### config.mk
export PLATFORM = sky130hd
export DESIGN_NAME = tilemap_scroll_renderer
export DESIGN_NICKNAME = d
export VERILOG_FILES = /design/src/rtl/tilemap_scroll_renderer.sv
export SDC_FILE = /design/constraint.sdc
export NUM_CORES = 1
export LEC_CHECK = 0
export CORE_ASPECT_RATIO = 1.2
export CORE_UTILIZATION = 49
export CTS_CLUSTER_DIAMETER = 40
export DETAILED_ROUTE_END_ITERATION = 10
export GPL_TIMING_DRIVEN = 0
export PLACE_DENSITY = 0.81
export SLEW_MARGIN = 5
export SYNTH_ARGS = -nofsm -noshare
export SYNTH_HDL_FRONTEND = slang
export SYNTH_SLANG_ARGS = --single-unit
### constraint.sdc
create_clock -name clk -period 3.9 [get_ports clk]
set_input_delay 0.39 -clock clk [delete_from_list [all_inputs] [get_ports clk]]
set_output_delay 0.39 -clock clk [all_outputs]
set_load 0.03 [all_outputs]
### src/rtl/tilemap_scroll_renderer.sv
// Tilemap layer renderer: screen (x, y) -> scrolled map position -> tile
// index/attribute read -> pixel word read -> extracted 1/2/4/8 bpp colour
// combined with the 4-bit palette from the tile attribute.
// Four-stage valid-tracked pipeline, one pixel per cycle, no backpressure.
// Optional feature macro: TILEMAP_FLIP_EN (tile_attr[6]/[7] flip x/y).
module tilemap_scroll_renderer #(
  parameter int X_BITS              = 10,
  parameter int Y_BITS              = 9,
  parameter int TILE_ADDR_X_BITS    = 6,
  parameter int TILE_ADDR_Y_BITS    = 5,
  parameter int TILE_INDEX_BITS     = 8,
  parameter int PIXEL_OFFSET_X_BITS = 3,
  parameter int PIXEL_OFFSET_Y_BITS = 3,
  parameter int PIXEL_BITS          = 8,
  parameter int SCALE_BITS          = 2,
  parameter int ATTR_BITS           = 8
) (
  input  logic                                          clk,
  input  logic                                          reset,
  input  logic [SCALE_BITS-1:0]                         x_shift,
  input  logic [SCALE_BITS-1:0]                         y_shift,
  input  logic [1:0]                                    bpp_log2,
  input  logic [X_BITS-1:0]                             scroll_x,
  input  logic [Y_BITS-1:0]                             scroll_y,
  input  logic                                          line_start,
  input  logic                                          in_valid,
  input  logic [X_BITS-1:0]                             x_in,
  input  logic [Y_BITS-1:0]                             y_in,
  output logic                                          tilemap_en,
  output logic [TILE_ADDR_Y_BITS+TILE_ADDR_X_BITS-1:0]  tilemap_addr,
  input  logic [TILE_INDEX_BITS-1:0]                    tile_index,
  input  logic [ATTR_BITS-1:0]                          tile_attr,
  output logic                                          pixel_en,
  output logic [TILE_INDEX_BITS+PIXEL_OFFSET_X_BITS+PIXEL_OFFSET_Y_BITS-1:0] pixel_addr,
  input  logic [PIXEL_BITS-1:0]                         pixel_data,
  output logic                                          out_valid,
  output logic [PIXEL_BITS-1:0]                         pixel_out,
  output logic                                          transparent
);

  localparam int PIX_ADDR_W = TILE_INDEX_BITS + PIXEL_OFFSET_X_BITS + PIXEL_OFFSET_Y_BITS;
  localparam int BIT_ADDR_W = PIX_ADDR_W + 3;
  localparam int WIDE_W     = PIXEL_BITS + 8;

  // Colour value of bpp bits starting at bit offset frac within the word.
  function automatic logic [PIXEL_BITS-1:0] extract_value(
    input logic [PIXEL_BITS-1:0] data,
    input logic [2:0]            frac,
    input logic [1:0]            bl
  );
    logic [WIDE_W-1:0] mask;
    logic [WIDE_W-1:0] shifted;
    mask    = (WIDE_W'(1) << (4'd1 << bl)) - WIDE_W'(1);
    shifted = WIDE_W'(data) >> frac;
    return PIXEL_BITS'(shifted & mask);
  endfunction

  // Palette in the bits above the colour value, truncated to the output width.
  function automatic logic [PIXEL_BITS-1:0] compose_pixel(
    input logic [3:0]            pal,
    input logic [PIXEL_BITS-1:0] value,
    input logic [1:0]            bl
  );
    logic [WIDE_W-1:0] wide;
    wide = (WIDE_W'(pal) << (4'd1 << bl)) | WIDE_W'(value);
    return PIXEL_BITS'(wide);
  endfunction

  logic [X_BITS-1:0] scroll_x_q, scroll_x_d;
  logic [Y_BITS-1:0] scroll_y_q, scroll_y_d;
  logic [X_BITS-1:0] x_p0;
  logic [Y_BITS-1:0] y_p0;

  logic vld_p1_q, vld_p1_d, vld_p2_q, vld_p2_d, vld_p3_q, vld_p3_d;
  logic out_valid_q, out_valid_d;
  logic [PIXEL_BITS-1:0] pixel_out_q, pixel_out_d;
  logic transparent_q, transparent_d;

  logic [PIXEL_OFFSET_X_BITS-1:0] pixel_x_p1_q, pixel_x_p1_d, px_p1;
  logic [PIXEL_OFFSET_Y_BITS-1:0] pixel_y_p1_q, pixel_y_p1_d, py_p1;
  logic [BIT_ADDR_W-1:0]          bit_addr_p2_q, bit_addr_p2_d;
  logic [3:0]                     pal_p2_q, pal_p2_d, pal_p3_q, pal_p3_d;
  logic [2:0]                     frac_p3_q, frac_p3_d;
  logic [PIXEL_BITS-1:0]          value_p3;

  logic unused_bits;
  assign unused_bits = ^{x_p0, y_p0, tile_attr};

  // Stage 0: scrolled coordinate, tile map address, scroll latch
  always_comb begin
    scroll_x_d   = line_start ? scroll_x : scroll_x_q;
    scroll_y_d   = line_start ? scroll_y : scroll_y_q;
    x_p0         = (x_in >> x_shift) + scroll_x_q;
    y_p0         = (y_in >> y_shift) + scroll_y_q;
    tilemap_en   = in_valid;
    tilemap_addr = {y_p0[PIXEL_OFFSET_Y_BITS+TILE_ADDR_Y_BITS-1:PIXEL_OFFSET_Y_BITS],
                    x_p0[PIXEL_OFFSET_X_BITS+TILE_ADDR_X_BITS-1:PIXEL_OFFSET_X_BITS]};
    vld_p1_d     = in_valid;
    pixel_x_p1_d = in_valid ? x_p0[PIXEL_OFFSET_X_BITS-1:0] : pixel_x_p1_q;
    pixel_y_p1_d = in_valid ? y_p0[PIXEL_OFFSET_Y_BITS-1:0] : pixel_y_p1_q;
  end

  // Stage 1: optional flip, bit address of the pixel inside pixel memory
  always_comb begin
`ifdef TILEMAP_FLIP_EN
    px_p1 = tile_attr[6] ? ~pixel_x_p1_q : pixel_x_p1_q;
    py_p1 = tile_attr[7] ? ~pixel_y_p1_q : pixel_y_p1_q;
`else
    px_p1 = pixel_x_p1_q;
    py_p1 = pixel_y_p1_q;
`endif
    vld_p2_d      = vld_p1_q;
    bit_addr_p2_d = vld_p1_q ? (BIT_ADDR_W'({tile_index, py_p1, px_p1}) << bpp_log2)
                             : bit_addr_p2_q;
    pal_p2_d      = vld_p1_q ? tile_attr[3:0] : pal_p2_q;
  end

  // Stage 2: pixel word read, keep bit offset for extraction
  always_comb begin
    pixel_en   = vld_p2_q;
    pixel_addr = bit_addr_p2_q[BIT_ADDR_W-1:3];
    vld_p3_d   = vld_p2_q;
    frac_p3_d  = vld_p2_q ? bit_addr_p2_q[2:0] : frac_p3_q;
    pal_p3_d   = vld_p2_q ? pal_p2_q : pal_p3_q;
  end

  // Stage 3: extract colour value, merge palette, flag transparency
  always_comb begin
    value_p3      = extract_value(pixel_data, frac_p3_q, bpp_log2);
    out_valid_d   = vld_p3_q;
    pixel_out_d   = pixel_out_q;
    transparent_d = transparent_q;
    if (vld_p3_q) begin
      pixel_out_d   = compose_pixel(pal_p3_q, value_p3, bpp_log2);
      transparent_d = (value_p3 == '0);
    end
  end

  // Control state: valid chain, outputs and scroll latch, cleared on reset
  always_ff @(posedge clk) begin
    if (reset) begin
      scroll_x_q    <= '0;
      scroll_y_q    <= '0;
      vld_p1_q      <= 1'b0;
      vld_p2_q      <= 1'b0;
      vld_p3_q      <= 1'b0;
      out_valid_q   <= 1'b0;
      pixel_out_q   <= '0;
      transparent_q <= 1'b0;
    end else begin
      scroll_x_q    <= scroll_x_d;
      scroll_y_q    <= scroll_y_d;
      vld_p1_q      <= vld_p1_d;
      vld_p2_q      <= vld_p2_d;
      vld_p3_q      <= vld_p3_d;
      out_valid_q   <= out_valid_d;
      pixel_out_q   <= pixel_out_d;
      transparent_q <= transparent_d;
    end
  end

  // Datapath registers: no reset, hold when their stage is idle
  always_ff @(posedge clk) begin
    pixel_x_p1_q  <= pixel_x_p1_d;
    pixel_y_p1_q  <= pixel_y_p1_d;
    bit_addr_p2_q <= bit_addr_p2_d;
    pal_p2_q      <= pal_p2_d;
    frac_p3_q     <= frac_p3_d;
    pal_p3_q      <= pal_p3_d;
  end

  assign out_valid   = out_valid_q;
  assign pixel_out   = pixel_out_q;
  assign transparent = transparent_q;

endmodule

==> key figures, run 1 <==
STA
  – Tcrit/Tclk final: 0.9502
  – Max-slew violation count: 0
  – Slew @ Worst Pin: 958.3 ps
  – Fin Hold WS: 419.2 ps
  – Clock Skew: 4.747 ps
  – RSZ-0062 raised after global routing: false
  – Setup tns final: 0 ps
  – Slew margin rel.: 0.3602
  – Setup violators final: 0
  – Max Clock Freq: 269.8 MHz
  – Period minus WS final: 3706 ps
  – Final Hold Fails: 0

Floorplanning
  – Die Height: 99.79 µm
  – Die Area: 8332 µm²
  – Num rows: 35
  – Die W: 83.50 µm
  – Initial Util: 0.5067
  – Core area: 7707 µm²
  – I/O pins: 109

Pwr
  – IR drop worst, VDD: 0.2338 mV
  – Pwr Density: 355.9 nW/µm²
  – Final Power: 1.848 mW
  – LEAKAGE: 2.144 nW

Worst hold path
  – WHS Endpoint: pal_p3_q[0]$_DFFE_PP_
  – Hold path depth: 0
  – Worst Hold Class: register to register
  – Hold_sp: pal_p2_q[0]$_DFFE_PP_

Synthesis
  – Syn Nets: 447
  – Yosys warning count: 0
  – Main synth FF type: edfxtp_1
  – Seq/Total Area, Yosys: 0.4153
  – Post-synth ARST share: 0
  – Syn avg cell area: 10.94 µm²
  – Post-synth EDFFs: 34
  – Cells after Synth: 357
  – Synthesis-stage register bit count: 64
  – Distinct cell type count of the synthesized netlist: 42
  – Mapped Area: 3905 µm²

Routing
  – Initial DRC Count: 117
  – Total vias in the final route: 3022
  – Drt wl/cell: 14.44 µm
  – DRC: 0
  – Pre-antenna DRT Iters: 4
  – Routed Antenna Nets: 0
  – Drt via density: 5.377
  – Drt total wl: 8113 µm

Critical path
  – Crit path DAT: 3320 ps
  – Worst r2r path cells: 5
  – CP startpoint: x_shift[1]
  – CP required: 3510 ps
  – CP Launch Type: input pin
  – Reg2Reg Setup Slack: 2130 ps
  – CP Capture Type: primary output
  – Slowest cell on crit path: clkdlybuf4s50_1
  – Reg2reg end: transparent$_SDFFE_PP0P_
  – Critical path class: input pin to primary output
  – CP Max Fanout: 10
  – Bufs and invs on worst path: 4
  – Worst R2R Start: frac_p3_q[0]$_DFFE_PP_
  – Family with the most delay on the worst path: buffers and inverters
  – Critical-path cell list: clkdlybuf4s50_1 > buf_2 > mux4_2 > ha_1 > a21o_1 > a21oi_1 > o21ai_0 > or4_1 > o311ai_0 > xnor2_1 > buf_4 > clkbuf_2
  – CP peak stage delay: 500 ps

Placement
  – Port Buffers: 99
  – Post-DP HPWL: 6270 µm
  – Placer Congestion: 0.8906

Cells and area
  – Share of cells above drive strength 1: 0.1574
  – Commonest non-fill, non-tap cell in the layout: clkdlybuf4s50_1
  – Most frequent cells in the layout: clkdlybuf4s50_1, mux2i_1, nor2_1
  – Final nets: 555
  – Antenna cells: 0
  – Area growth syn-to-layout: 32.94%

Global route
  – GR Overflow Total: 0
  – Total track usage: 0.2059
  – Largest net degree at the start of global routing: 23
  – Vias in the first global route: 2964
  – Global-route wire length before repair: 13610 µm
  – Initial antenna violation count: 0

Clock tree
  – CTS Buf Count: 9
  – CTS tree: yes
  – Root buffer cell: clkbuf_8
  – Clock sink count: 64
  – Clock Pin Slew Worst Setup and Hold Paths: 70 ps
  – Worst-Skew Late Latency: 330 ps
  – Bufs on Longest Clock Path: 2
  – H-tree Lvls: 3

Job
  – Max Cap Violations: 0

Outcome
  – Status: completed
how the worst max path moves through the flow:
stage / cells after the start / slack (ps) / endpoint
final: 12 / 190 / tilemap_addr[4]
after global routing: 12 / 10 / tilemap_addr[5]
after CTS: 12 / 5 / tilemap_addr[4]
after detailed placement: 12 / -880 / tilemap_addr[5]
after global placement: 12 / -830 / tilemap_addr[5]
after floorplan: 10 / 530 / tilemap_addr[5]
cell usage after synthesis (3+ instances only):
| library cell | count | share of area |
|---|---|---|
| nor3_1 | 4 | 0.0051 |
| mux4_2 | 13 | 0.075 |
| nor2b_1 | 13 | 0.021 |
| dfxtp_1 | 30 | 0.15 |
| edfxtp_1 | 34 | 0.26 |
| xnor2_1 | 12 | 0.027 |
| ha_1 | 16 | 0.051 |
| buf_4 | 26 | 0.050 |
| nand2_1 | 18 | 0.017 |
| buf_2 | 5 | 0.0064 |
| mux2i_1 | 49 | 0.13 |
| a21oi_1 | 18 | 0.023 |
| o21ai_0 | 11 | 0.014 |
| xor2_1 | 3 | 0.0067 |
| nor2_1 | 45 | 0.043 |
| clkbuf_1 | 11 | 0.011 |
| a211oi_1 | 8 | 0.015 |
| inv_1 | 7 | 0.0067 |
| a21o_1 | 4 | 0.0077 |
layout make-up:
class	count	area (µm²)
Sequential cell	64	1622
Clock inverter	5	28.78
Fill cell	593	2516
Multi-Input combinational cell	240	1974
Clock buffer	11	162.7
Timing Repair Buffer	99	975.9
Inverter	7	26.28
Buffer	44	286.5
Tap cell	92	115.1
power by group:
part | internal [mW] | total (mW) | leakage, nW | switching [mW]
Combinational | 0.276 | 0.529 | 1.48 | 0.253
Sequential | 0.754 | 0.779 | 0.571 | 0.0250
Clock | 0.282 | 0.539 | 0.0939 | 0.257
Total | 1.31 | 1.85 | 2.14 | 0.535
timing repair:
| action | CTS | global route |
|---|---|---|
| buffers inserted | 0 | 0 |
| hold buffers | 0 | 0 |
| gates cloned | 0 | 0 |
| setup endpoints to repair | 9 | 5 |
| gates resized for setup | 13 | 8 |
| pin swaps | 0 | 1 |
| endpoints found under the hold margin | 0 | 0 |
cells by family after synthesis:
group,Yosys count,share of synthesized area
adders and majority gates,18,0.06152
AOI/OAI and AO/OA,55,0.09164
and+or+nand+nor,86,0.09677
DFF,64,0.4153
xor gates and xnor gates,15,0.03364
buffers and inverters,53,0.08139
muxes,66,0.2198
sequential cells by signal, indices dropped and copies added (netlist names), 3 cells and up:
signal / count
scroll_y_q: 8
frac_p3_q: 3
pal_p2_q: 4
pixel_x_p1_q: 3
bit_addr_p2_q: 17
scroll_x_q: 9
pal_p3_q: 4
pixel_y_p1_q: 3
pixel_out: 8
stage by stage:
stage / std cells / worst slack, ps / instance area (µm²) / utilization
2_1_floorplan: 357 / 525.1 / 3905 / -
3_3_place_gp: 548 / -828.2 / 5011 / 0.6502
3_5_place_dp: 548 / -878.3 / 5011 / 0.6502
4_1_cts: 562 / 4.813 / 5196 / 0.6742
5_1_grt: 562 / 11.24 / 5191 / 0.6735
6_report: 562 / 194.2 / 5191 / 0.6735
routing by layer:
layer | GRT usage | wire, µm
met1 | 0.2493 | 3421
met2 | 0.3562 | 4061
met3 | 0.05099 | 496
met4 | 0.07953 | 134
met5 | 0 | 0
Note: power is estimated with default switching activity, not from simulation.
==> run 2, diff against run 1 <==
--- a/config.mk
+++ b/config.mk
@@ -5,6 +5,7 @@
 export SDC_FILE = /design/constraint.sdc
 export NUM_CORES = 1
 export LEC_CHECK = 0
+export CAP_MARGIN = 10
 export CORE_ASPECT_RATIO = 1.2
 export CORE_UTILIZATION = 49
 export CTS_CLUSTER_DIAMETER = 40
==> constraint.sdc (replaced) <==
create_clock -name clk -period 3.5 [get_ports clk]
set_input_delay 0.35 -clock clk [delete_from_list [all_inputs] [get_ports clk]]
set_output_delay 0.35 -clock clk [all_outputs]
set_load 0.03 [all_outputs]
==> key figures, run 2 (synthesis gave the netlist of run 1 again) <==
Outcome
  – Status: completed

Global route
  – Total track usage: 0.2071 (+0.001251)
  – Vias in the first global route: 2978 (+0.47%)
  – GR Overflow Total: 0 (unchanged)
  – Initial antenna violation count: 0 (unchanged)
  – Global-route wire length before repair: 13690 µm (+0.61%)
  – Largest net degree at the start of global routing: 23 (unchanged)

STA
  – Final Hold Fails: 0 (unchanged)
  – Setup violators final: 0 (unchanged)
  – Slew margin rel.: 0.3694 (+0.009155)
  – Slew @ Worst Pin: 944.6 ps (-13.71 ps)
  – Period minus WS final: 3383 ps
  – RSZ-0062 raised after global routing: false
  – Max Clock Freq: 295.6 MHz
  – Tcrit/Tclk final: 0.9666
  – Max-slew violation count: 0 (unchanged)
  – Setup tns final: 0 ps (unchanged)
  – Clock Skew: 4.568 ps (-0.1792 ps)

Critical path
  – CP required: 3150 ps (-360 ps)
  – Crit path DAT: 3030 ps (-290 ps)
  – CP peak stage delay: 530 ps (+30 ps)
  – Reg2Reg Setup Slack: 1740 ps (-390 ps)
  – Slowest cell on crit path: mux4_2
  – CP Max Fanout: 4 (-6)
  – Family with the most delay on the worst path: buffers and inverters
  – Cell mode on critical path: buf_4
  – Critical-path cell list: clkdlybuf4s50_1 > mux4_2 > ha_1 > a21o_1 > a21oi_2 > o21ai_1 > or4_1 > o311ai_0 > xnor2_1 > buf_4 > buf_4
  – Critical path class: input pin to primary output
  – CP Depth: 11 (-1)
  – CP Capture Type: primary output
  – CP Launch Type: input pin
  – Worst r2r path cells: 5 (unchanged)
  – Bufs and invs on worst path: 3 (-1)

Floorplanning
  – Die W: 83.50 µm (unchanged)
  – Core area: 7707 µm² (unchanged)
  – Die Area: 8332 µm² (unchanged)
  – I/O pins: 109 (unchanged)
  – Initial Util: 0.5067 (unchanged)
  – Die Height: 99.79 µm (unchanged)
  – Num rows: 35 (unchanged)

Cells and area
  – Antenna cells: 0 (unchanged)
  – Regs by FF count: bit_addr_p2_q (17), scroll_x_q (9)
  – Share of cells above drive strength 1: 0.1780 (+0.02052)
  – Most frequent cells in the layout: clkdlybuf4s50_1, mux2i_1, nor2_1
  – Core Util, Final: 0.6828 (+0.009253)
  – Biggest register: bit_addr_p2_q
  – Commonest non-fill, non-tap cell in the layout: clkdlybuf4s50_1
  – Area growth syn-to-layout: 34.76%
  – Final nets: 557 (+0.36%)
  – Max FFs per register: 17 (unchanged)

Clock tree
  – CTS tree: yes
  – Hold Buf Count CTS: 0 (unchanged)
  – Clock sink count: 64 (unchanged)
  – CTS Buf Count: 9 (unchanged)
  – H-tree Lvls: 3 (unchanged)
  – Root buffer cell: clkbuf_8
  – Worst-Skew Late Latency: 330 ps (about the same)
  – Bufs on Longest Clock Path: 2 (unchanged)
  – Clock Pin Slew Worst Setup and Hold Paths: 70 ps (about the same)

Routing
  – Initial DRC Count: 112 (-4.3%)
  – Drt wl/cell: 14.58 µm (+1.0%)
  – Drt via density: 5.392 (+0.27%)
  – Drt total wl: 8224 µm (+1.4%)
  – Total vias in the final route: 3041 (+0.63%)
  – DRC: 0 (unchanged)
  – Pre-antenna DRT Iters: 4 (unchanged)
  – Routed Antenna Nets: 0 (unchanged)

Job
  – Max Cap Violations: 0 (unchanged)

Placement
  – Placer Congestion: 0.8906 (unchanged)
  – Post-DP HPWL: 6270 µm (unchanged)
  – Port Buffers: 99 (unchanged)

Pwr
  – Pwr Density: 392.5 nW/µm² (+10%)
  – LEAKAGE: 2.193 nW (+2.3%)
  – Final Power: 2.066 mW (+12%)
  – IR drop worst, VDD: 0.2688 mV (+15%)

Worst hold path
  – Hold path depth: 0 (unchanged)
  – Worst Hold Class: register to register
==> run 2: worst paths after layout <==
check | startpoint | endpoint
setup / recovery | x_in[4] | tilemap_addr[4]
hold / removal | pal_p2_q[0]$_DFFE_PP_ | pal_p3_q[0]$_DFFE_PP_
setup reg to reg | frac_p3_q[0]$_DFFE_PP_ | transparent$_SDFFE_PP0P_
hold reg to reg | pal_p2_q[0]$_DFFE_PP_ | pal_p3_q[0]$_DFFE_PP_
==> run 2: report_power, final <==
group / switching, mW / total (mW) / leakage [nW] / internal (mW)
Sequential: 0.0280 / 0.869 / 0.571 / 0.841
Clock: 0.283 / 0.598 / 0.0939 / 0.314
Combinational: 0.289 / 0.599 / 1.53 / 0.310
Total: 0.600 / 2.07 / 2.19 / 1.47
==> run 2: cell type report <==
| class | instances | area, µm² |
|---|---|---|
| fill | 583 | 2445 |
| inverter | 7 | 26.28 |
| tap | 92 | 115.1 |
| timing repair buffer | 101 | 1007 |
| multi-input combinational | 240 | 2008 |
| clock buffer | 11 | 162.7 |
| sequential | 64 | 1622 |
| clock inverter | 5 | 28.78 |
| buffer | 44 | 292.8 |
==> run 2: per-layer routing <==
| layer | track usage | part of all wire |
|---|---|---|
| met1 | 0.2504 | 0.42 |
| met2 | 0.3594 | 0.51 |
| met3 | 0.05099 | 0.061 |
| met4 | 0.07953 | 0.010 |
| met5 | 0 | 0 |
==> run 2: per-stage QoR <==
stage	setup slack, ps	hold WS (ps)	area (µm²)	cells
after floorplan	205.1	400.3	3905	357
after global placement	-1148	401.6	5011	548
after detailed placement	-1198	405.2	5011	548
after CTS	-130.5	422.6	5206	562
after global routing	5.392	428.3	5263	564
final	116.9	420.5	5263	564
==> run 2: repair_timing <==
action                     in CTS  in global routing
setup buffers                   0                  2
setup endpoints to repair      11                  6
pin swaps                       1                  8
gates resized for setup        33                 19
==> run 2: worst register-to-register path, delay by kind of cell, from the launching register on <==
family	cells	cell delay (ps)
muxes	1	540
DFF	1	420
AOI/OAI and AO/OA	3	560
buffers and inverters	1	170
